### src/rtl/uart_tx_if.sv
// uart_tx_if: valid/ready byte input, busy flag and serial line for uart_tx.
// The master side is the byte producer; the slave side is the transmitter.
interface uart_tx_if;
    logic [7:0] data;
    logic       valid;
    logic       ready;
    logic       busy;
    logic       txd;

    modport master (output data, valid, input ready, busy, txd);
    modport slave  (input data, valid, output ready, busy, txd);
endinterface

### src/rtl/uart_tx.sv
// uart_tx: 8-bit async serial transmitter (start, 8 data LSB first, optional parity, 1-2 stop).
// Define UART_TX_PARITY_EN to build the parity bit; PARITY_ODD selects its polarity.
module uart_tx #(
    parameter int CLKS_PER_BIT = 264,
    parameter int STOP_BITS    = 1,
    parameter int PARITY_ODD   = 0
) (
    input  logic     clk_i,
    input  logic     rst_ni,
    uart_tx_if.slave bus
);
    localparam logic [15:0] BAUD_LAST = 16'(CLKS_PER_BIT - 1);
    localparam logic [1:0]  STOP_LAST = 2'(STOP_BITS);

    generate
        if (CLKS_PER_BIT < 2 || CLKS_PER_BIT > 65535) begin : g_bad_clks
            $error("uart_tx: CLKS_PER_BIT must be 2..65535");
        end
        if (STOP_BITS < 1 || STOP_BITS > 2) begin : g_bad_stop
            $error("uart_tx: STOP_BITS must be 1 or 2");
        end
        if (PARITY_ODD < 0 || PARITY_ODD > 1) begin : g_bad_parity
            $error("uart_tx: PARITY_ODD must be 0 or 1");
        end
    endgenerate

`ifdef UART_TX_PARITY_EN
    typedef enum logic [2:0] {IDLE, START, DATA, PARITY, STOP} state_t;
`else
    typedef enum logic [1:0] {IDLE, START, DATA, STOP} state_t;
`endif

    state_t      state, state_next;
    logic [15:0] baud, baud_next;
    logic [2:0]  bit_idx, bit_next;
    logic [1:0]  stop_cnt, stop_next;
    logic [7:0]  shift, shift_next;
    logic        txd_q, txd_next;
    logic        bit_done;
`ifdef UART_TX_PARITY_EN
    logic        par_q, par_next;
`endif

    always_ff @(posedge clk_i) begin
        if (!rst_ni) begin
            state    <= IDLE;
            baud     <= '0;
            bit_idx  <= '0;
            stop_cnt <= '0;
            shift    <= '0;
            txd_q    <= 1'b1;
`ifdef UART_TX_PARITY_EN
            par_q    <= 1'b0;
`endif
        end else begin
            state    <= state_next;
            baud     <= baud_next;
            bit_idx  <= bit_next;
            stop_cnt <= stop_next;
            shift    <= shift_next;
            txd_q    <= txd_next;
`ifdef UART_TX_PARITY_EN
            par_q    <= par_next;
`endif
        end
    end

    // The line level is registered from the next state so txd never glitches.
    always_comb begin
        state_next = state;
        baud_next  = baud;
        bit_next   = bit_idx;
        stop_next  = stop_cnt;
        shift_next = shift;
        txd_next   = 1'b1;
`ifdef UART_TX_PARITY_EN
        par_next   = par_q;
`endif
        bit_done   = (baud == BAUD_LAST);

        if (state != IDLE) begin
            baud_next = bit_done ? '0 : baud + 16'd1;
        end

        case (state)
            IDLE: begin
                if (bus.valid) begin
                    state_next = START;
                    shift_next = bus.data;
                    baud_next  = '0;
`ifdef UART_TX_PARITY_EN
                    par_next   = (^bus.data) ^ (PARITY_ODD != 0);
`endif
                end
            end
            START: begin
                if (bit_done) begin
                    state_next = DATA;
                    bit_next   = 3'd0;
                end
            end
            DATA: begin
                if (bit_done) begin
                    if (bit_idx == 3'd7) begin
                        bit_next   = 3'd0;
`ifdef UART_TX_PARITY_EN
                        state_next = PARITY;
`else
                        state_next = STOP;
                        stop_next  = 2'd1;
`endif
                    end else begin
                        bit_next   = bit_idx + 3'd1;
                        shift_next = shift >> 1;
                    end
                end
            end
`ifdef UART_TX_PARITY_EN
            PARITY: begin
                if (bit_done) begin
                    state_next = STOP;
                    stop_next  = 2'd1;
                end
            end
`endif
            STOP: begin
                if (bit_done) begin
                    if (stop_cnt == STOP_LAST) begin
                        state_next = IDLE;
                    end else begin
                        stop_next = stop_cnt + 2'd1;
                    end
                end
            end
            default: state_next = IDLE;
        endcase

        case (state_next)
            START:   txd_next = 1'b0;
            DATA:    txd_next = shift_next[0];
`ifdef UART_TX_PARITY_EN
            PARITY:  txd_next = par_next;
`endif
            default: txd_next = 1'b1;
        endcase
    end

    assign bus.ready = (state == IDLE);
    assign bus.busy  = (state != IDLE);
    assign bus.txd   = txd_q;
endmodule
### src/flat_wrapper.sv
// flat-port wrapper written by rule: the top's interface ports become plain ports
module uart_tx_flat 
#(
    parameter int CLKS_PER_BIT = 264,
    parameter int STOP_BITS    = 1,
    parameter int PARITY_ODD   = 0
)
  (clk_i, rst_ni, bus_data, bus_valid, bus_ready, bus_busy, bus_txd);
  uart_tx_if bus_i ();
  input  logic clk_i;
  input  logic rst_ni;
  input wire logic [$bits(bus_i.data)-1:0] bus_data;
  input wire logic [$bits(bus_i.valid)-1:0] bus_valid;
  output wire logic [$bits(bus_i.ready)-1:0] bus_ready;
  output wire logic [$bits(bus_i.busy)-1:0] bus_busy;
  output wire logic [$bits(bus_i.txd)-1:0] bus_txd;
  assign bus_i.data = bus_data;
  assign bus_i.valid = bus_valid;
  assign bus_ready = bus_i.ready;
  assign bus_busy = bus_i.busy;
  assign bus_txd = bus_i.txd;
  uart_tx #(.CLKS_PER_BIT(CLKS_PER_BIT), .STOP_BITS(STOP_BITS), .PARITY_ODD(PARITY_ODD)) u_core (.clk_i(clk_i), .rst_ni(rst_ni), .bus(bus_i));
endmodule
### config.mk
export PLATFORM = sky130hd
export DESIGN_NAME = uart_tx_flat
export DESIGN_NICKNAME = d
export VERILOG_FILES = /design/src/rtl/uart_tx_if.sv /design/src/rtl/uart_tx.sv /design/src/flat_wrapper.sv
export SDC_FILE = /design/constraint.sdc
export NUM_CORES = 1
export LEC_CHECK = 0
export BUFFER_PORTS_ARGS = -buffer_cell sky130_fd_sc_hd__buf_2
export CAP_MARGIN = 20
export CORE_MARGIN = 2
export CORE_UTILIZATION = 58
export DETAILED_ROUTE_END_ITERATION = 8
export HOLD_SLACK_MARGIN = 0.08
export PLACE_DENSITY = 0.89
export SYNTH_ARGS = -nofsm -noshare
export SYNTH_HDL_FRONTEND = slang
export SYNTH_SLANG_ARGS = --single-unit
### constraint.sdc
create_clock -name clk_i -period 1.9 [get_ports clk_i]
set_input_delay 0.38 -clock clk_i [delete_from_list [all_inputs] [get_ports clk_i]]
set_output_delay 0.38 -clock clk_i [all_outputs]
set_load 0.02 [all_outputs]
== Word level (Yosys, flattened, before mapping) ==
Cells that the tools add are included.
Storage, ports and cells
  output and inout port bits: 3
  register bits after elaboration: 32
  logic and storage cells: 58
  input bits: 11
Cells by class
  reductions and logical operators: 8
  $add $sub $neg: 3
  eq/ne operators: 15
  muxes and demuxes: 25
Operators with widths (count)
  $mux 16: 4
  $mux 8: 3
  $mux 2: 10
  $add 16x1->16 const B: 1
  $eq 16x9->1 const B: 1
  $pmux 8 s2: 1
  $mux 3: 3
  $ne 2x1->1 const B: 4
  $pmux 2 s4: 1
  $reduce_bool 2->1: 4
  $eq 2x1->1 const B: 3
  $eq 2x2->1 const B: 3
  $ne 2x2->1 const B: 3
  $pmux 3 s2: 1
  $reduce_and 5->1: 1
  $pmux 2 s2: 1
  $reduce_and 4->1: 1
  $add 3x1->3 const B: 1
  $eq 3x3->1 const B: 1
  $reduce_and 3->1: 1
  $add 2x1->2 const B: 1
  $logic_not 2->1: 1
  $pmux 1 s2: 1

== Depth between registers and ports, before layout ==
Gate-level depths: netlist (run 1).
  word-level depth: 6
  mapped depth: 8
  gate-level depth less buffers: 6

== Worst setup path before layout (run 1) ==
OpenSTA, ideal clock, no wires.
  kind: reg2reg
  from: register u_core.baud[0]
  to: register u_core.shift[7]
  setup time: 0.071 ns
  setup slack: 0.191 ns
  stages on the path, launching flop included: 9
  period minus slack after synthesis: 1.709 ns
  arrival time: 1.638 ns
  path buffers: 2
  data required time: 1.829 ns
  cells stage by stage: dfxtp_1 ha_1 nor4bb_1 and4_1 buf_6 and2_4 buf_6 or3b_1 a21oi_1
Between the ends
  word-level cells in the longest chain between the ends: 3
RTL lines
  start: declaration: RTL line uart_tx.sv:34  | logic [15:0] baud, baud_next;
  start signal: assignment: RTL line uart_tx.sv:57  | baud <= baud_next;
  $eq 16x9->1: RTL line uart_tx.sv:79  | bit_done = (baud == BAUD_LAST);
  $ne 2x1->1 (no line)
  $reduce_and 4->1 (no line)
  end signal: assignment: RTL line uart_tx.sv:60  | shift <= shift_next;
  end: declaration: RTL line uart_tx.sv:37  | logic [7:0] shift, shift_next;
Every way passes these cells.
A chain may end at the register's enable or synchronous reset.

== Final worst setup path (run 1) ==
Same ends and word-level chain as after synthesis.

==> impl_metrics.csv, run 1 <==
group,metric,value,unit
timing,slew_viol_final,0,
synthesis,synthCells,189,
cts,htree_levels,2,
routing,vias,1411,
synthesis,synth-edff-count,0,
synthesis,yosysSeqAreaShare,40.8,%
pwr,irDropWorstVdd,538,uV
job,cap_violations,0,
floorplan,die-area,3140,um2
timing,worstMarginPinSlew,0.710,ns
setup_path,cp-start-kind,"flop",
layout,antenna_cells,0,
routing,drt_pass1_iterations,4,
synthesis,synthFlopType,"dfxtp_1",
placed_design,hpwl,2390,um
cts,clk_path_buf_depth,2,
floorplan,rows,18,
timing,period_minus_slack,1.86,ns
synthesis,syn_area,1570,um2
synthesis,syn_nets,204,
synthesis,synth_compound_area_share,14.7,%
routing,drtIter0Drc,52,
floorplan,io_pins,14,
setup_path,critical_path_class,"flop to flop",
placed_design,io_buffers,13,
grt,first_global_vias,1340,
synthesis,synth_seq_cells,32,
synthesis,synthSimpleGateAreaFrac,26.7,%
floorplan,fp.dieW,56.1,um
cts,tritoncts,"yes",
synthesis,ys_warn_count,0,
layout,syn_to_final_growth,11.2,%
cts,clkTransAtPathRegs,0.10,ns
placed_design,dp_slack,0.0263,ns
pwr,powerDensity,705,nW/um2
floorplan,core,2520,um2
routing,via_per_inst,6.03,
timing,hold_violations,0,
timing,skew,0.0125,ns
synthesis,ys_async_sr_fraction,0,%
layout,final_cell_mix,"30 x dfxtp_1, 24 x nand2_1, 22 x nor2_1",
cts,numClockSinks,32,
setup_path,cp_max_fo,16,
layout,fin_cells,234,
synthesis,synth_fa_ha_area_share,3.18,%
grt,grt_usage,22.1,%
timing,setup_viol,0,
grt,grt_overflow,0,
routing,wire_per_inst,14.5,um
worst_hold_path,hp-class,"input pin to flop",
setup_path,worstPathRequired,2.17,ns
layout,layout-drive-gt1-share,16.7,%
placed_design,place_congestion,0.806,
floorplan,initial_core_util,62.3,%
layout,final_common_cell,"dfxtp_1",
grt,grt_max_degree,17,
cts,clk_latency,0.34,ns
pwr,leakagePower,0.000676,uW
grt,antenna_found_initial,0,
routing,drc,0,
cts,cts_root_buf,"clkbuf_4",
setup_path,arrival,2.13,ns
setup_path,worst_setup_path_end_kind,"flop",
synthesis,synth_xor_area_share,7.80,%
timing,max_freq,538,MHz
cts,cts_made_buffers,5,
timing,slew_headroom,52.5,%
synthesis,synth_cell_types,40,
layout,fin_nets,218,
timing,fin_crit_sh,97.8,%
grt,grt_pass1_wl,5570,um
run_status,status,"completed",
synthesis,synth_mux_area_share,1.27,%
routing,ant_nets,0,
synthesis,avgSynthCellArea,8.31,um2
synthesis,synth_top_family_by_area,"simple AND/OR/NAND/NOR gates",
placed_design,dp_cells,226,
timing,hold_slack,0.262,ns
pwr,finalPower,1230,uW
routing,routed_wl,3390,um
timing,worst_slack,0.0422,ns
floorplan,die_h,56.1,um
## power by group
group	internal [uW]	switching, uW	total, uW
Sequential	688	11.2	699
Clock	180	246	426
Combinational	41.9	66.2	108
Total	909	324	1230
## flip-flops by register name, summed over array words and instances (netlist names)
name and cells:
u_core.state 2, u_core.stop_cnt 2, u_core.baud 16, u_core.shift 8
u_core.bit_idx 3, u_core.bus.txd 1
## per-layer routing
metal  part of all wire, %  GRT usage (%)
met1                    44           26.6
met2                    50           38.0
met3                   4.5           5.81
met4                   1.3           7.82
met5                     0              0
## timing repair
item | in CTS | in global routing
endpoints found under the hold margin | 0 | 0
hold buffers | 0 | 0
endpoints found under the setup margin | 0 | 22
setup buffers | 0 | 0
resized for setup | 0 | 7
## synthesized netlist by cell type (2+ instances only)
cell / count / area share (%)
nor4bb_1: 2 / 1.3
o21ai_0: 2 / 0.64
mux2i_1: 2 / 1.3
a21oi_1: 15 / 4.8
nand2b_1: 2 / 0.80
nor4_1: 2 / 0.80
nor2_1: 22 / 5.3
nor3_1: 3 / 0.96
a22oi_1: 6 / 2.9
a211o_1: 2 / 1.1
nand3_1: 9 / 2.9
and3_1: 3 / 1.2
and4_1: 3 / 1.7
and2_1: 2 / 0.80
xor2_1: 13 / 7.2
buf_6: 2 / 1.4
nand4_1: 4 / 1.6
nand2_1: 24 / 5.7
nor2b_1: 2 / 0.80
a21o_1: 4 / 1.9
dfxtp_1: 32 / 41
inv_1: 5 / 1.2
buf_2: 4 / 1.3
clkbuf_1: 4 / 0.96
nand3b_1: 2 / 0.96
ha_1: 4 / 3.2
## final cells by class
class,count,area (um2)
flip-flops and latches,32,643
clock inverters,2,15.0
inverters,6,22.5
well taps,30,37.5
repair buffers,18,115
fillers,200,774
multi-input cells,140,863
clock buffers,6,51.3
## metrics by stage
stage	utilization, %	area [um2]	TNS [ns]
floorplan	-	1570	0
global placement	65.8	1660	0
global route	69.3	1750	-0.0214
CTS	68.4	1730	0
detailed placement	65.8	1660	0
finish	69.3	1750	0
## cell families (layout without fill, tap and decap cells)
kind of cell,count (synthesis),in the layout
muxes,2,2
buffers and inverters,17,32
xor gates and xnor gates,14,14
DFF,32,32
AOI/OAI and AO/OA,36,36
adders and majority gates,4,4
and+or+nand+nor,84,84
## path summary, 6_finish.rpt
kind,cells after the start,endpoint,slack (ns),start
min,2,u_core.bus.txd,0.26,rst_ni
max reg2reg,7,u_core.shift[7],0.04,u_core.baud[0]
min reg2reg,2,u_core.shift[5],0.47,u_core.shift[5]
max,7,u_core.shift[7],0.04,u_core.baud[0]
## worst max-delay path, cell delays in order, from the launching register on
cell,delay [ns]
dfxtp_2,0.35
ha_1,0.22
nor4bb_2,0.17
and4_1,0.22
buf_12,0.15
and2_4,0.16
or3b_1,0.38
a21oi_2,0.13
Power figures use the tool's default switching activity.
==> run 2, diff against run 1 <==
Settings changed: PLACE_DENSITY 0.89 to 0.78.
==> impl_metrics.csv, run 2 (synthesized netlist as in run 1, its figures left out) <==
group,metric,value,unit
routing,drtIter0Drc,75,
layout,final_common_cell,"dfxtp_1",
timing,worst_slack,0.0909,ns
timing,hold_slack,0.272,ns
layout,antenna_cells,0,
layout,fin_nets,220,
timing,skew,0.00546,ns
layout,fin_cells,236,
cts,cts_setup_buffers,0,
cts,clkTransAtPathRegs,0.10,ns
run_status,status,"completed",
pwr,leakagePower,0.000699,uW
placed_design,dp_cells,228,
job,cap_violations,0,
timing,rsz0062_at_grt,"true",
cts,numClockSinks,32,
setup_path,cp_max_fo,9,
grt,grt_pass1_wl,5470,um
cts,htree_levels,2,
timing,slew_headroom,70.1,%
grt,grt_max_degree,17,
cts,clk_path_buf_depth,2,
floorplan,rows,18,
setup_path,cp-start-kind,"flop",
floorplan,core,2520,um2
grt,grt_overflow,0,
layout,largest_reg_flops,16,
routing,routed_wl,3250,um
routing,drc,0,
layout,design_area,1800,um2
routing,via_per_inst,5.84,
layout,largest_register,"u_core.baud",
setup_path,critical_path_class,"flop to primary output",
floorplan,die-area,3140,um2
setup_path,cp.buffers_inverters,2,
cts,clk_latency,0.34,ns
cts,postCtsHoldBufs,0,
timing,worstMarginPinSlew,0.449,ns
routing,vias,1378,
layout,syn_to_final_growth,14.3,%
placed_design,io_buffers,13,
cts,tritoncts,"yes",
routing,drt_pass1_iterations,4,
timing,setup_viol,0,
floorplan,initial_core_util,62.3,%
timing,fin_crit_sh,95.2,%
routing,ant_nets,0,
timing,slew_viol_final,0,
cts,cts_made_buffers,5,
placed_design,dp_slack,-0.0383,ns
setup_path,worst_setup_path_end_kind,"primary output",
setup_path,slowest_delay,0.51,ns
grt,first_global_vias,1273,
pwr,powerDensity,740,nW/um2
pwr,irDropWorstVdd,696,uV
setup_path,arrival,1.43,ns
grt,grt_usage,22.0,%
placed_design,placed_area,1690,um2
placed_design,place_congestion,0.828,
timing,period_minus_slack,1.81,ns
worst_hold_path,hp-class,"input pin to flop",
placed_design,hpwl,2290,um
floorplan,fp.dieW,56.1,um
grt,antenna_found_initial,0,
setup_path,path_cells,"or2_1 -> inv_1 -> buf_2",
setup_path,cpMaxStageDelayCell,"dfxtp_1",
floorplan,die_h,56.1,um
timing,max_freq,553,MHz
cts,cts_root_buf,"clkbuf_4",
routing,wire_per_inst,13.8,um
layout,final_cell_mix,"30 x dfxtp_1, 24 x nand2_1, 22 x nor2_1",
timing,hold_violations,0,
setup_path,worstPathRequired,1.52,ns
layout,layout-drive-gt1-share,17.0,%
floorplan,io_pins,14,
setup_path,cpLargestDelayFamily,"flip-flops",
layout,reg_top3,"u_core.baud (16), u_core.shift (8), u_core.bit_idx (3)",
==> run 2: final cells by class <==
type | instances | area (um2)
Multi-Input combinational cell | 140 | 873
Fill cell | 216 | 727
Sequential cell | 32 | 643
Timing Repair Buffer | 20 | 143
Clock buffer | 6 | 41.3
Tap cell | 30 | 37.5
Clock inverter | 2 | 35.0
Inverter | 6 | 22.5
==> run 2: worst reg2reg max path, stage by stage (launching register included) <==
cell	delay, ns
dfxtp_2	0.37
ha_2	0.21
nor4bb_4	0.31
and4_4	0.27
buf_12	0.13
o2111ai_1	0.18
mux2i_1	0.19
nor2_1	0.05
==> run 2: worst paths after layout <==
kind | from | endpoint | slack, ns | cells after the start
max | u_core.state[0] | bus_ready | 0.09 | 3
max reg2reg | u_core.baud[0] | u_core.stop_cnt[1] | 0.09 | 7
min | rst_ni | u_core.bus.txd | 0.27 | 2
min reg2reg | u_core.shift[6] | u_core.shift[6] | 0.46 | 2
==> run 2: report_power, final <==
group / switching [uW] / internal, uW / total (uW)
sequential: 13.6 / 688 / 701
clock: 241 / 276 / 517
combinational: 63.8 / 47.3 / 111
total: 318 / 1010 / 1330
==> run 2: per-stage QoR <==
step,util (%),TNS [ns],power (uW)
final,71.2,0,1330
after global routing,71.2,-0.0461,1370
after CTS,70.6,0,1330
after detailed placement,66.9,-0.0889,824
after global placement,66.9,0,817
after floorplan,-,0,780
==> run 2: per-layer routing <==
metal	track usage, %	vias to the layer above	routed length, um
met2	32.8	39	1520
li1	-	689	-
met1	28.8	645	1520
met5	0	-	0
met4	8.84	0	36
met3	8.14	5	178
==> run 2: timing repair <==
item / 4_1_cts / 5_1_grt
gates resized for setup: 3 / 6
setup endpoints to repair: 4 / 12
pin swaps: 1 / 0
